==> config.mk <==
export PLATFORM = sky130hd
export DESIGN_NAME = bcd_to_binary_seq
export DESIGN_NICKNAME = d
export VERILOG_FILES = /design/src/rtl/bcd2bin_pkg.sv /design/src/rtl/bcd_digit_adjust.sv /design/src/rtl/bcd_to_binary_seq.sv
export SDC_FILE = /design/constraint.sdc
export NUM_CORES = 1
export LEC_CHECK = 0
export CAP_MARGIN = 10
export CORE_MARGIN = 10
export CORE_UTILIZATION = 30
export CTS_CLUSTER_DIAMETER = 150
export DETAILED_ROUTE_END_ITERATION = 12
export MAX_ROUTING_LAYER = met4
export SLEW_MARGIN = 20
export SYNTH_ARGS = -nofsm -noshare
export SYNTH_HDL_FRONTEND = slang
export SYNTH_SLANG_ARGS = --single-unit
==> constraint.sdc <==
create_clock -name clk -period 2.45 [get_ports clk]
set_input_delay 0.49 -clock clk [delete_from_list [all_inputs] [get_ports clk]]
set_output_delay 0.49 -clock clk [all_outputs]
set_load 0.02 [all_outputs]
==> src/rtl/bcd2bin_pkg.sv <==
// rtl/bcd2bin_pkg.sv - shared FSM encodings and default sizing for the BCD-to-binary converter
package bcd2bin_pkg;

  typedef enum logic [1:0] {
    ST_IDLE  = 2'd0,
    ST_SHIFT = 2'd1,
    ST_DONE  = 2'd2
  } state_t;

  localparam int DEFAULT_DIGITS = 3;
  localparam int DEFAULT_BIN_W  = 10;

  localparam logic [3:0] DIGIT_MAX = 4'd9;

endpackage

==> src/rtl/bcd_digit_adjust.sv <==
// rtl/bcd_digit_adjust.sv - reverse double-dabble digit correction (subtract 3 when digit >= 8)
module bcd_digit_adjust (
  input  logic [3:0] digit,
  output logic [3:0] adjusted
);

  assign adjusted = (digit >= 4'd8) ? digit - 4'd3 : digit;

endmodule

==> src/rtl/bcd_to_binary_seq.sv <==
// rtl/bcd_to_binary_seq.sv - sequential BCD-to-binary converter, one reverse double-dabble bit per cycle
module bcd_to_binary_seq
  import bcd2bin_pkg::*;
#(
  parameter int DIGITS = DEFAULT_DIGITS,
  parameter int BIN_W  = DEFAULT_BIN_W
) (
  input  logic                  clk,
  input  logic                  rst,
  input  logic                  in_valid,
  output logic                  in_ready,
  input  logic [4*DIGITS-1:0]   bcd_in,
  output logic                  out_valid,
  input  logic                  out_ready,
  output logic [BIN_W-1:0]      binary_out,
  output logic                  err
);

  localparam int BCD_W  = 4 * DIGITS;
  localparam int WORK_W = BCD_W + BIN_W;
  localparam int CNT_W  = (BIN_W > 1) ? $clog2(BIN_W) : 1;
  localparam logic [CNT_W-1:0] LAST_CNT = CNT_W'(BIN_W - 1);

  state_t              state;
  logic [WORK_W-1:0]   work;
  logic [WORK_W-1:0]   shifted;
  logic [WORK_W-1:0]   next_work;
  logic [CNT_W-1:0]    cnt;
  logic                bad_digit;

  always_comb begin
    bad_digit = 1'b0;
    for (int i = 0; i < DIGITS; i++) begin
      if (bcd_in[4*i +: 4] > DIGIT_MAX) bad_digit = 1'b1;
    end
  end

  // Corrections act on the already-shifted digits, all in parallel.
  assign shifted = work >> 1;
  assign next_work[BIN_W-1:0] = shifted[BIN_W-1:0];

  for (genvar i = 0; i < DIGITS; i++) begin : g_adj
    bcd_digit_adjust u_adj (
      .digit    (shifted[BIN_W+4*i +: 4]),
      .adjusted (next_work[BIN_W+4*i +: 4])
    );
  end

  always_ff @(posedge clk or posedge rst) begin
    if (rst) begin
      state      <= ST_IDLE;
      in_ready   <= 1'b1;
      out_valid  <= 1'b0;
      binary_out <= '0;
      err        <= 1'b0;
      work       <= '0;
      cnt        <= '0;
    end else begin
      case (state)
        ST_IDLE: begin
          if (in_valid) begin
            in_ready <= 1'b0;
            if (bad_digit) begin
              err        <= 1'b1;
              binary_out <= '0;
              out_valid  <= 1'b1;
              state      <= ST_DONE;
            end else begin
              work  <= {bcd_in, {BIN_W{1'b0}}};
              cnt   <= '0;
              err   <= 1'b0;
              state <= ST_SHIFT;
            end
          end
        end
        ST_SHIFT: begin
          work <= next_work;
          cnt  <= cnt + CNT_W'(1);
          if (cnt == LAST_CNT) begin
            binary_out <= next_work[BIN_W-1:0];
            out_valid  <= 1'b1;
            state      <= ST_DONE;
          end
        end
        ST_DONE: begin
          if (out_ready) begin
            out_valid <= 1'b0;
            in_ready  <= 1'b1;
            state     <= ST_IDLE;
          end
        end
        default: begin
          out_valid <= 1'b0;
          in_ready  <= 1'b1;
          state     <= ST_IDLE;
        end
      endcase
    end
  end

endmodule
==> results of run 1 <==
==> sequential cells by signal, indices dropped and copies added, names as in the netlist <==
register	count
cnt	4
work	21
err	1
state	2
binary_out	10
in_ready	1
out_valid	1
==> layout by cell type (no fill, tap or decap), types with 3 or more instances in the layout <==
master,count
ha_1,6
dfrtp_1,39
nor2_1,10
clkdlybuf4s50_1,28
xnor2_1,4
inv_1,9
buf_4,6
a221o_1,4
mux2i_1,7
clkbuf_8,6
a22o_1,20
nand2_1,15
o21ai_2,3
o21ai_1,10
a21oi_1,6
==> metrics by stage <==
| step | instance area, µm² | cells | util | total power [W] | hold slack, ns |
|---|---|---|---|---|---|
| final | 2360 | 275 | 0.376 | 0.00257 | 0.491 |
| after global routing | 2360 | 275 | 0.376 | 0.00276 | 0.514 |
| after CTS | 2360 | 275 | 0.376 | 0.00259 | 0.498 |
| after detailed placement | 2240 | 267 | 0.357 | 0.00202 | 0.480 |
| after global placement | 2240 | 267 | 0.357 | 0.00200 | 0.473 |
| after floorplan | 1910 | 166 | - | 0.00181 | 0.455 |
==> cell families (layout without fill, tap and decap cells) <==
logic type / Yosys count / count (layout)
AOI/OAI and AO/OA: 52 / 52
muxes: 7 / 7
and+or+nand+nor: 38 / 38
xor gates and xnor gates: 4 / 4
DFF: 40 / 40
adders and majority gates: 6 / 6
buffers and inverters: 19 / 51
==> cell usage after synthesis (2+ instances only) <==
| cell | count | share of area |
|---|---|---|
| inv_1 | 9 | 0.018 |
| buf_6 | 6 | 0.035 |
| ha_1 | 6 | 0.039 |
| buf_4 | 2 | 0.0079 |
| o21ai_0 | 2 | 0.0052 |
| nand2_1 | 15 | 0.029 |
| o21ai_1 | 10 | 0.026 |
| dfrtp_1 | 39 | 0.51 |
| nor2_1 | 10 | 0.020 |
| a31oi_1 | 2 | 0.0065 |
| nand3_1 | 2 | 0.0052 |
| buf_2 | 2 | 0.0052 |
| mux2i_1 | 7 | 0.037 |
| nand2b_1 | 2 | 0.0065 |
| a221o_1 | 4 | 0.021 |
| a22o_1 | 20 | 0.092 |
| xnor2_1 | 4 | 0.018 |
| o21ai_2 | 3 | 0.014 |
| a21oi_1 | 6 | 0.016 |
==> per-layer routing <==
metal / vias up / global-route usage / wire length (µm)
met5: - / - / 0
met4: 0 / 0.0364 / 63
met3: 8 / 0.0199 / 128
met2: 20 / 0.131 / 1880
met1: 667 / 0.120 / 2180
li1: 655 / - / -
==> area by class of cell <==
cell class / count / area [µm²] / area share
tap: 77 / 96.3 / 0.0408
inverter: 9 / 33.8 / 0.0143
clock inverter: 2 / 38.8 / 0.0164
timing repair buffer: 34 / 325 / 0.138
clock buffer: 6 / 82.6 / 0.0350
sequential: 40 / 1000 / 0.424
multi-input combinational: 107 / 783 / 0.332
==> power by group through the flow <==
stage,logic [W],registers (W),clock network [W]
2_1_floorplan,0.000758,0.00106,0
6_report,0.000881,0.00111,0.000575
3_3_place_gp,0.000878,0.00112,0
5_1_grt,0.00100,0.00115,0.000613
3_5_place_dp,0.000895,0.00112,0
4_1_cts,0.000897,0.00111,0.000585
==> path summary, 6_finish.rpt <==
| kind | slack, ns | end | depth (start not counted) |
|---|---|---|---|
| max | 0.50 | in_ready | 1 |
| min reg2reg | 0.49 | work[19] | 2 |
| min in group asynchronous | 0.63 | binary_out[1] | 3 |
| max reg2reg | 0.68 | work[7] | 4 |
| max in group asynchronous | 1.46 | in_ready | 3 |
| min | 0.49 | work[19] | 2 |
==> out/results.ini, run 1 <==
[power_and_ir_drop]
combPwrFrac=0.343
sw_frac_of_total=0.366
p_clk_frac=0.224
seqPwrFrac=0.433
intPower_w=0.00163
peakVddDrop_mv=0.347
p_sw_w=0.000939
p_per_area_mw_per_mm2=1090
power_leakage_nw=1.04

[min_path]
hp-class=reg -> reg
min-delay-start=work[19]

[logic_synthesis]
syn_inst=166
seq_area_frac_synth=0.524
synth-xor-area-share=0.0183
synth-seq-cells=40
synth-warning-count=0
synthAdderAreaFrac=0.0393
synth_top_family_by_area=compound AO/OA/AOI/OAI gates
synth-simple-area-share=0.103
syn_nets=188
synth_flop_cell=dfrtp_1
muxShareOfSynthArea=0.0366
synthArstFlopShare=1.00
synth_area_per_cell_um2=11.5
synth_cell_type_count=34
synth_edf_count=0
synth_compound_area_frac=0.212
synth_area_mm2=0.00191

[timing]
setup_viol=0
finClkSkew_ns=0.00699
slew_headroom=0.655
fin_ws_ns=0.497
tightest_slew_ns=0.518
hold_violations=0
tns_ns=0
fmax_mhz=512
rsz0062_at_grt=no
layout_min_cycle_time_ns=1.95
drv_slew=0
timing.final.crit_share=0.797

[cells_and_area]
fill_cells=612
num_antenna_cells=0
drive_gt1_frac=0.121
nets=219
areaGrowthSynthToFinish_pct=23.6

[die]
die-area_mm2=0.00997
core_mm2=0.00628
io-pin-count=29
die_h_um=99.8
die_w_um=99.8
rows=29
floorplan.initialDensity=0.305

[clocking]
cts_tree=built
worstSkewPairLatency_ns=0.30
cts_resized=0
path_clk_slew_ns=0.08
hold_buffers=0
clk_path_buf_depth=2
numCtsBuffers=5
postCtsSetupBuffers=0
h-tree-depth=2
clock-sinks=40
cts-root-buf=clkbuf_8

[place]
hpwl_um=2980
globalplace.congestion=0.750
port_buffers=28
pre_cts_ws_ns=0.316

[critical_path]
worst_r2r_startpoint=state[1]
critPathLaunchType=register
cp_max_fo=3
worstPathBufferInverterCount=1
cp_cell_sequence=clkdlybuf4s50_1
path_delay_family=buffers and inverters
crit_arrival_ns=1.46
cp-end-kind=output pin
cp.required_ns=1.96
startpoint=in_ready
crit_type=reg -> out
critPathSlowestCell=clkdlybuf4s50_1
cpPeakStageDelay_ns=0.61

[outcome]
status=finished, final reports clean

[run]
maxCapViolCount=0

[drt]
wl_per_cell_um=15.5
drt_iter0_markers=87
routed_wl_um=4260
route.detailed.drc=0
via_count=1350
avgViaCountPerCell=4.91
drt.antenna.violating_nets=0
first_pass_iters=4

[global_routing]
grt_pass1_wl_um=7140
antenna_found_initial=0
grt_start_max_net_pins=41
grt_overflow=0
grt_usage=0.0906
grt_pass1_vias=1405

Power figures use the tool's default switching activity.
==> run 2: changes to the inputs <==
==> constraint.sdc (replaced) <==
create_clock -name clk -period 1.7 [get_ports clk]
set_input_delay 0.34 -clock clk [delete_from_list [all_inputs] [get_ports clk]]
set_output_delay 0.34 -clock clk [all_outputs]
set_load 0.02 [all_outputs]
==> out/results.ini, run 2 (synthesis gave the netlist of run 1 again) <==
[outcome]
status=finished, final reports clean

[critical_path]
critPathLaunchType=input port
cp_cell_sequence=clkdlybuf4s50_1, o21ai_2, nand3_1, nor3_4, a221o_1
crit_arrival_ns=1.86  ; +0.40 ns
cpPeakStageDelay_ns=0.43  ; -0.18 ns
cp_max_fo=7  ; +4
critPathSlowestCell=clkdlybuf4s50_1
cp.required_ns=1.93  ; -0.03 ns
cp-end-kind=register
crit_type=in -> reg

[drt]
route.detailed.drc=0  ; unchanged
drt_iter0_markers=116  ; +33%
first_pass_iters=4  ; unchanged
drt.antenna.violating_nets=0  ; unchanged
wl_per_cell_um=15.0  ; -3.3%
routed_wl_um=4330  ; +1.6%
avgViaCountPerCell=4.76  ; -2.9%
via_count=1377  ; +2.0%

[cells_and_area]
stdcell_area_mm2=0.00246  ; +4.2%
fin_cells=289  ; +5.1%
largestRegisters=work x21, binary_out x10, cnt x4
final_cell_mix=dfrtp_1, clkdlybuf4s50_1, a22o_1, buf_4, nand2_1
top_register=work
seqCellArea_mm2=0.00100  ; unchanged
areaGrowthSynthToFinish_pct=28.8
fill_cells=607  ; -0.82%
utilization=0.392  ; +0.0159
final_common_cell=dfrtp_1
num_antenna_cells=0  ; unchanged
drive_gt1_frac=0.175  ; +0.0533
nets=233  ; +6.4%
multiInputGateArea_um2=791  ; +0.96%
largest_reg_flops=21  ; unchanged

[clocking]
clock-sinks=40  ; unchanged
worstSkewPairLatency_ns=0.30  ; about the same
path_clk_slew_ns=0.08  ; about the same
numCtsBuffers=5  ; unchanged
cts_tree=built
cts-root-buf=clkbuf_8
h-tree-depth=2  ; unchanged
clk_path_buf_depth=2  ; unchanged

[place]
place_area_mm2=0.00237  ; +5.8%
hpwl_um=3090  ; +3.7%
port_buffers=28  ; unchanged
globalplace.congestion=0.785  ; +4.7%
dp.cells=281  ; +5.2%
pre_cts_ws_ns=-0.231  ; -0.547 ns

[die]
io-pin-count=29  ; unchanged
rows=29  ; unchanged
floorplan.initialDensity=0.305  ; unchanged
core_mm2=0.00628  ; unchanged
die_h_um=99.8  ; unchanged
die_w_um=99.8  ; unchanged
die-area_mm2=0.00997  ; unchanged

[global_routing]
use_met1=0.115  ; -0.00501
antenna_found_initial=0  ; unchanged
grt_pass1_wl_um=7080  ; -0.87%
top_usage_layer=met2
use_met2=0.123  ; -0.00796
grt_start_max_net_pins=41  ; unchanged
grt.met3_usage=0.0288  ; +0.00893
grt_overflow=0  ; unchanged
grt_usage=0.0898  ; -0.000750
grt_pass1_vias=1385  ; -1.4%

[timing]
fin_hold_ws_ns=0.406  ; -0.0854 ns
finClkSkew_ns=0.00670  ; -0.000293 ns
timing.final.crit_share=0.957
layout_min_cycle_time_ns=1.63
hold_violations=0  ; unchanged
setup_viol=0  ; unchanged
fmax_mhz=615
fin_ws_ns=0.0736  ; -0.424 ns
drv_slew=0  ; unchanged
rsz0062_at_grt=no
slew_headroom=0.770  ; +0.116
tightest_slew_ns=0.344  ; -0.175 ns

[run]
maxCapViolCount=0  ; unchanged

[min_path]
hp-class=in -> async

[power_and_ir_drop]
p_per_area_mw_per_mm2=1480  ; +36%
power_leakage_nw=1.10  ; +5.9%
peakVddDrop_mv=0.831  ; +140%

## run 2: where the power goes
| group | switching (W) | internal (W) | leakage [nW] |
|---|---|---|---|
| sequential | 0.000331 | 0.00125 | 0.524 |
| clock | 0.000347 | 0.000287 | 0.0412 |
| combinational | 0.000711 | 0.000717 | 0.535 |
| total | 0.00139 | 0.00226 | 1.10 |
## run 2: final timing paths
path | cells after the start | from | end | slack (ns)
max | 5 | bcd_in[10] | work[17] | 0.07
min reg2reg | 2 | work[19] | work[19] | 0.50
min | 3 | rst | err | 0.41
max reg2reg | 5 | state[1] | binary_out[7] | 0.18
min in group clk | 2 | work[19] | work[19] | 0.50
max in group asynchronous | 3 | rst | in_ready | 1.03
## run 2: worst max-delay path, delay by kind of cell
kind	cells	cell delay, ns
buffers and inverters	1	0.43
AO/OA/AOI/OAI	2	0.49
AND/OR/NAND/NOR	2	0.59
## run 2: layout make-up
cell class / instances / share of cell area
tap: 77 / 0.0391
clock inverter: 2 / 0.00508
clock buffer: 6 / 0.0295
multi-input combinational: 107 / 0.321
sequential: 40 / 0.407
timing repair buffer: 48 / 0.184
inverter: 9 / 0.0137
## run 2: per-layer routing
metal,part of all wire,up-vias,wire [µm]
met2,0.44,32,1920
met5,0,-,0
met1,0.48,646,2070
met3,0.054,7,233
met4,0.025,0,106
li1,-,692,-
## run 2: stage by stage
stage	power, W	setup TNS (ns)
finish	0.00365	0
CTS	0.00368	0
detailed placement	0.00304	-4.77
floorplan	0.00261	0
global route	0.00391	0
global placement	0.00303	-4.40
## run 2: timing repair
action | in CTS | in global routing
setup buffers | 0 | 0
endpoints found under the setup margin | 1 | 1
hold buffers | 0 | 0
resized for setup | 1 | 1
pin swaps | 0 | 1
==> run 3: changes to the inputs <==
--- a/config.mk
+++ b/config.mk
@@ -6,7 +6,6 @@
 export NUM_CORES = 1
 export LEC_CHECK = 0
 export CAP_MARGIN = 10
-export CORE_MARGIN = 10
 export CORE_UTILIZATION = 30
 export CTS_CLUSTER_DIAMETER = 150
 export DETAILED_ROUTE_END_ITERATION = 12
==> constraint.sdc (replaced) <==
create_clock -name clk -period 2 [get_ports clk]
set_input_delay 0.4 -clock clk [delete_from_list [all_inputs] [get_ports clk]]
set_output_delay 0.4 -clock clk [all_outputs]
set_load 0.02 [all_outputs]
==> out/results.ini, run 3 (synthesis gave the netlist of run 1 again) <==
[drt]
route.detailed.drc=0  ; unchanged
first_pass_iters=5  ; +1
via_count=1401  ; +1.7%
drt_iter0_markers=57  ; -51%
wl_per_cell_um=14.3  ; -4.4%
routed_wl_um=4040  ; -6.7%
avgViaCountPerCell=4.97  ; +4.3%
drt.antenna.violating_nets=0  ; unchanged

[cells_and_area]
drive_gt1_frac=0.159  ; -0.0151
areaGrowthSynthToFinish_pct=27.7
seqCellArea_mm2=0.00100  ; unchanged
final_common_cell=dfrtp_1
final_cell_mix=dfrtp_1, clkdlybuf4s50_1, a22o_1, nand2_1, buf_4
top_register=work
nets=228  ; -2.1%
largestRegisters=work x21, binary_out x10, cnt x4
fin_cells=282  ; -2.4%
fill_cells=607  ; unchanged
num_antenna_cells=0  ; unchanged
largest_reg_flops=21  ; unchanged
multiInputGateArea_um2=783  ; -0.95%

[power_and_ir_drop]
combPwrFrac=0.392  ; about the same
peakVddDrop_mv=0.391  ; -53%
sw_frac_of_total=0.375  ; -0.00632
intPower_w=0.00195  ; -14%
p_per_area_mw_per_mm2=1280  ; -14%
p_sw_w=0.00117  ; -16%
p_clk_frac=0.183  ; +0.009
seqPwrFrac=0.425  ; -0.009
power_leakage_nw=1.08  ; -1.7%

[critical_path]
worst_r2r_startpoint=state[1]
critPathLaunchType=register
startpoint=in_ready
crit_type=reg -> out
cp-end-kind=output pin
crit_arrival_ns=1.44  ; -0.42 ns
cp_cell_sequence=clkdlybuf4s50_1
worstPathBufferInverterCount=1  ; unchanged
critPathSlowestCell=clkdlybuf4s50_1
cp_max_fo=3  ; -4
cp.required_ns=1.60  ; -0.33 ns
path_delay_family=buffers and inverters
cpPeakStageDelay_ns=0.60  ; +0.17 ns

[min_path]
hp-class=in -> async

[timing]
tns_ns=0  ; unchanged
drv_slew=0  ; unchanged
hold_violations=0  ; unchanged
fin_ws_ns=0.156  ; +0.0820 ns
setup_viol=0  ; unchanged
finClkSkew_ns=0.00304  ; -0.00366 ns
rsz0062_at_grt=no
fin_hold_ws_ns=0.372  ; -0.0339 ns
layout_min_cycle_time_ns=1.84
fmax_mhz=542
timing.final.crit_share=0.922
slew_headroom=0.746  ; -0.0241
tightest_slew_ns=0.381  ; +0.0373 ns

[global_routing]
use_met2=0.201  ; +0.0779
grt_overflow=0  ; unchanged
grt_pass1_vias=1358  ; -1.9%
grt.met3_usage=0.0333  ; +0.00449
grt_start_max_net_pins=34  ; -17%
grt_usage=0.142  ; +0.0521
antenna_found_initial=0  ; unchanged
top_usage_layer=met2
grt_pass1_wl_um=6810  ; -3.8%
use_met1=0.196  ; +0.0810

[die]
die_w_um=81.8  ; -18%
core_mm2=0.00603  ; -4.0%
die_h_um=81.8  ; -18%
die-area_mm2=0.00670  ; -33%
rows=28  ; -3.4%
io-pin-count=29  ; unchanged
floorplan.initialDensity=0.317  ; +0.0127

[clocking]
clk_path_buf_depth=2  ; unchanged
hold_buffers=0  ; unchanged
cts_tree=built
cts-root-buf=clkbuf_8
h-tree-depth=2  ; unchanged
worstSkewPairLatency_ns=0.30  ; about the same
clock-sinks=40  ; unchanged
path_clk_slew_ns=0.08  ; about the same
cts_resized=0  ; -1
numCtsBuffers=5  ; unchanged
postCtsSetupBuffers=0  ; unchanged

[place]
hpwl_um=2820  ; -8.7%
globalplace.congestion=0.741  ; -5.6%
dp.cells=274  ; -2.5%
port_buffers=28  ; unchanged
pre_cts_ws_ns=-0.0526  ; +0.178 ns

[run]
maxCapViolCount=0  ; unchanged

[outcome]
status=finished, final reports clean

==> run 3: metrics by stage <==
stage | power [W] | utilization | area, µm²
detailed placement | 0.00257 | 0.389 | 2340
CTS | 0.00315 | 0.405 | 2440
global placement | 0.00254 | 0.389 | 2340
floorplan | 0.00222 | - | 1910
global route | 0.00336 | 0.405 | 2440
finish | 0.00312 | 0.405 | 2440
==> run 3: layout make-up <==
class | count | share of cell area
clock buffer | 6 | 0.0338
timing repair buffer | 43 | 0.176
inverter | 9 | 0.0138
sequential | 40 | 0.411
clock inverter | 2 | 0.00615
multi-input combinational | 107 | 0.321
tap | 75 | 0.0384
==> run 3: final timing paths <==
check	cells past startpoint	to	slack, ns
max	1	in_ready	0.16
min	2	binary_out[1]	0.37
max reg2reg	5	work[16]	0.36
min reg2reg	2	work[19]	0.49
max in group asynchronous	3	in_ready	1.08
min in group clk	2	work[19]	0.49
==> run 3: power by group through the flow <==
stage	Sequential, W	Clock, W	Combinational [W]
after floorplan	0.00129	0	0.000928
after global placement	0.00133	0	0.00120
after detailed placement	0.00134	0	0.00123
after CTS	0.00132	0.000589	0.00124
after global routing	0.00137	0.000616	0.00137
final	0.00132	0.000570	0.00122
==> run 3: layer usage <==
| layer | vias up | part of all wire |
|---|---|---|
| li1 | 676 | - |
| met1 | 688 | 0.50 |
| met2 | 32 | 0.44 |
| met3 | 5 | 0.047 |
| met4 | 0 | 0.018 |
| met5 | - | 0 |
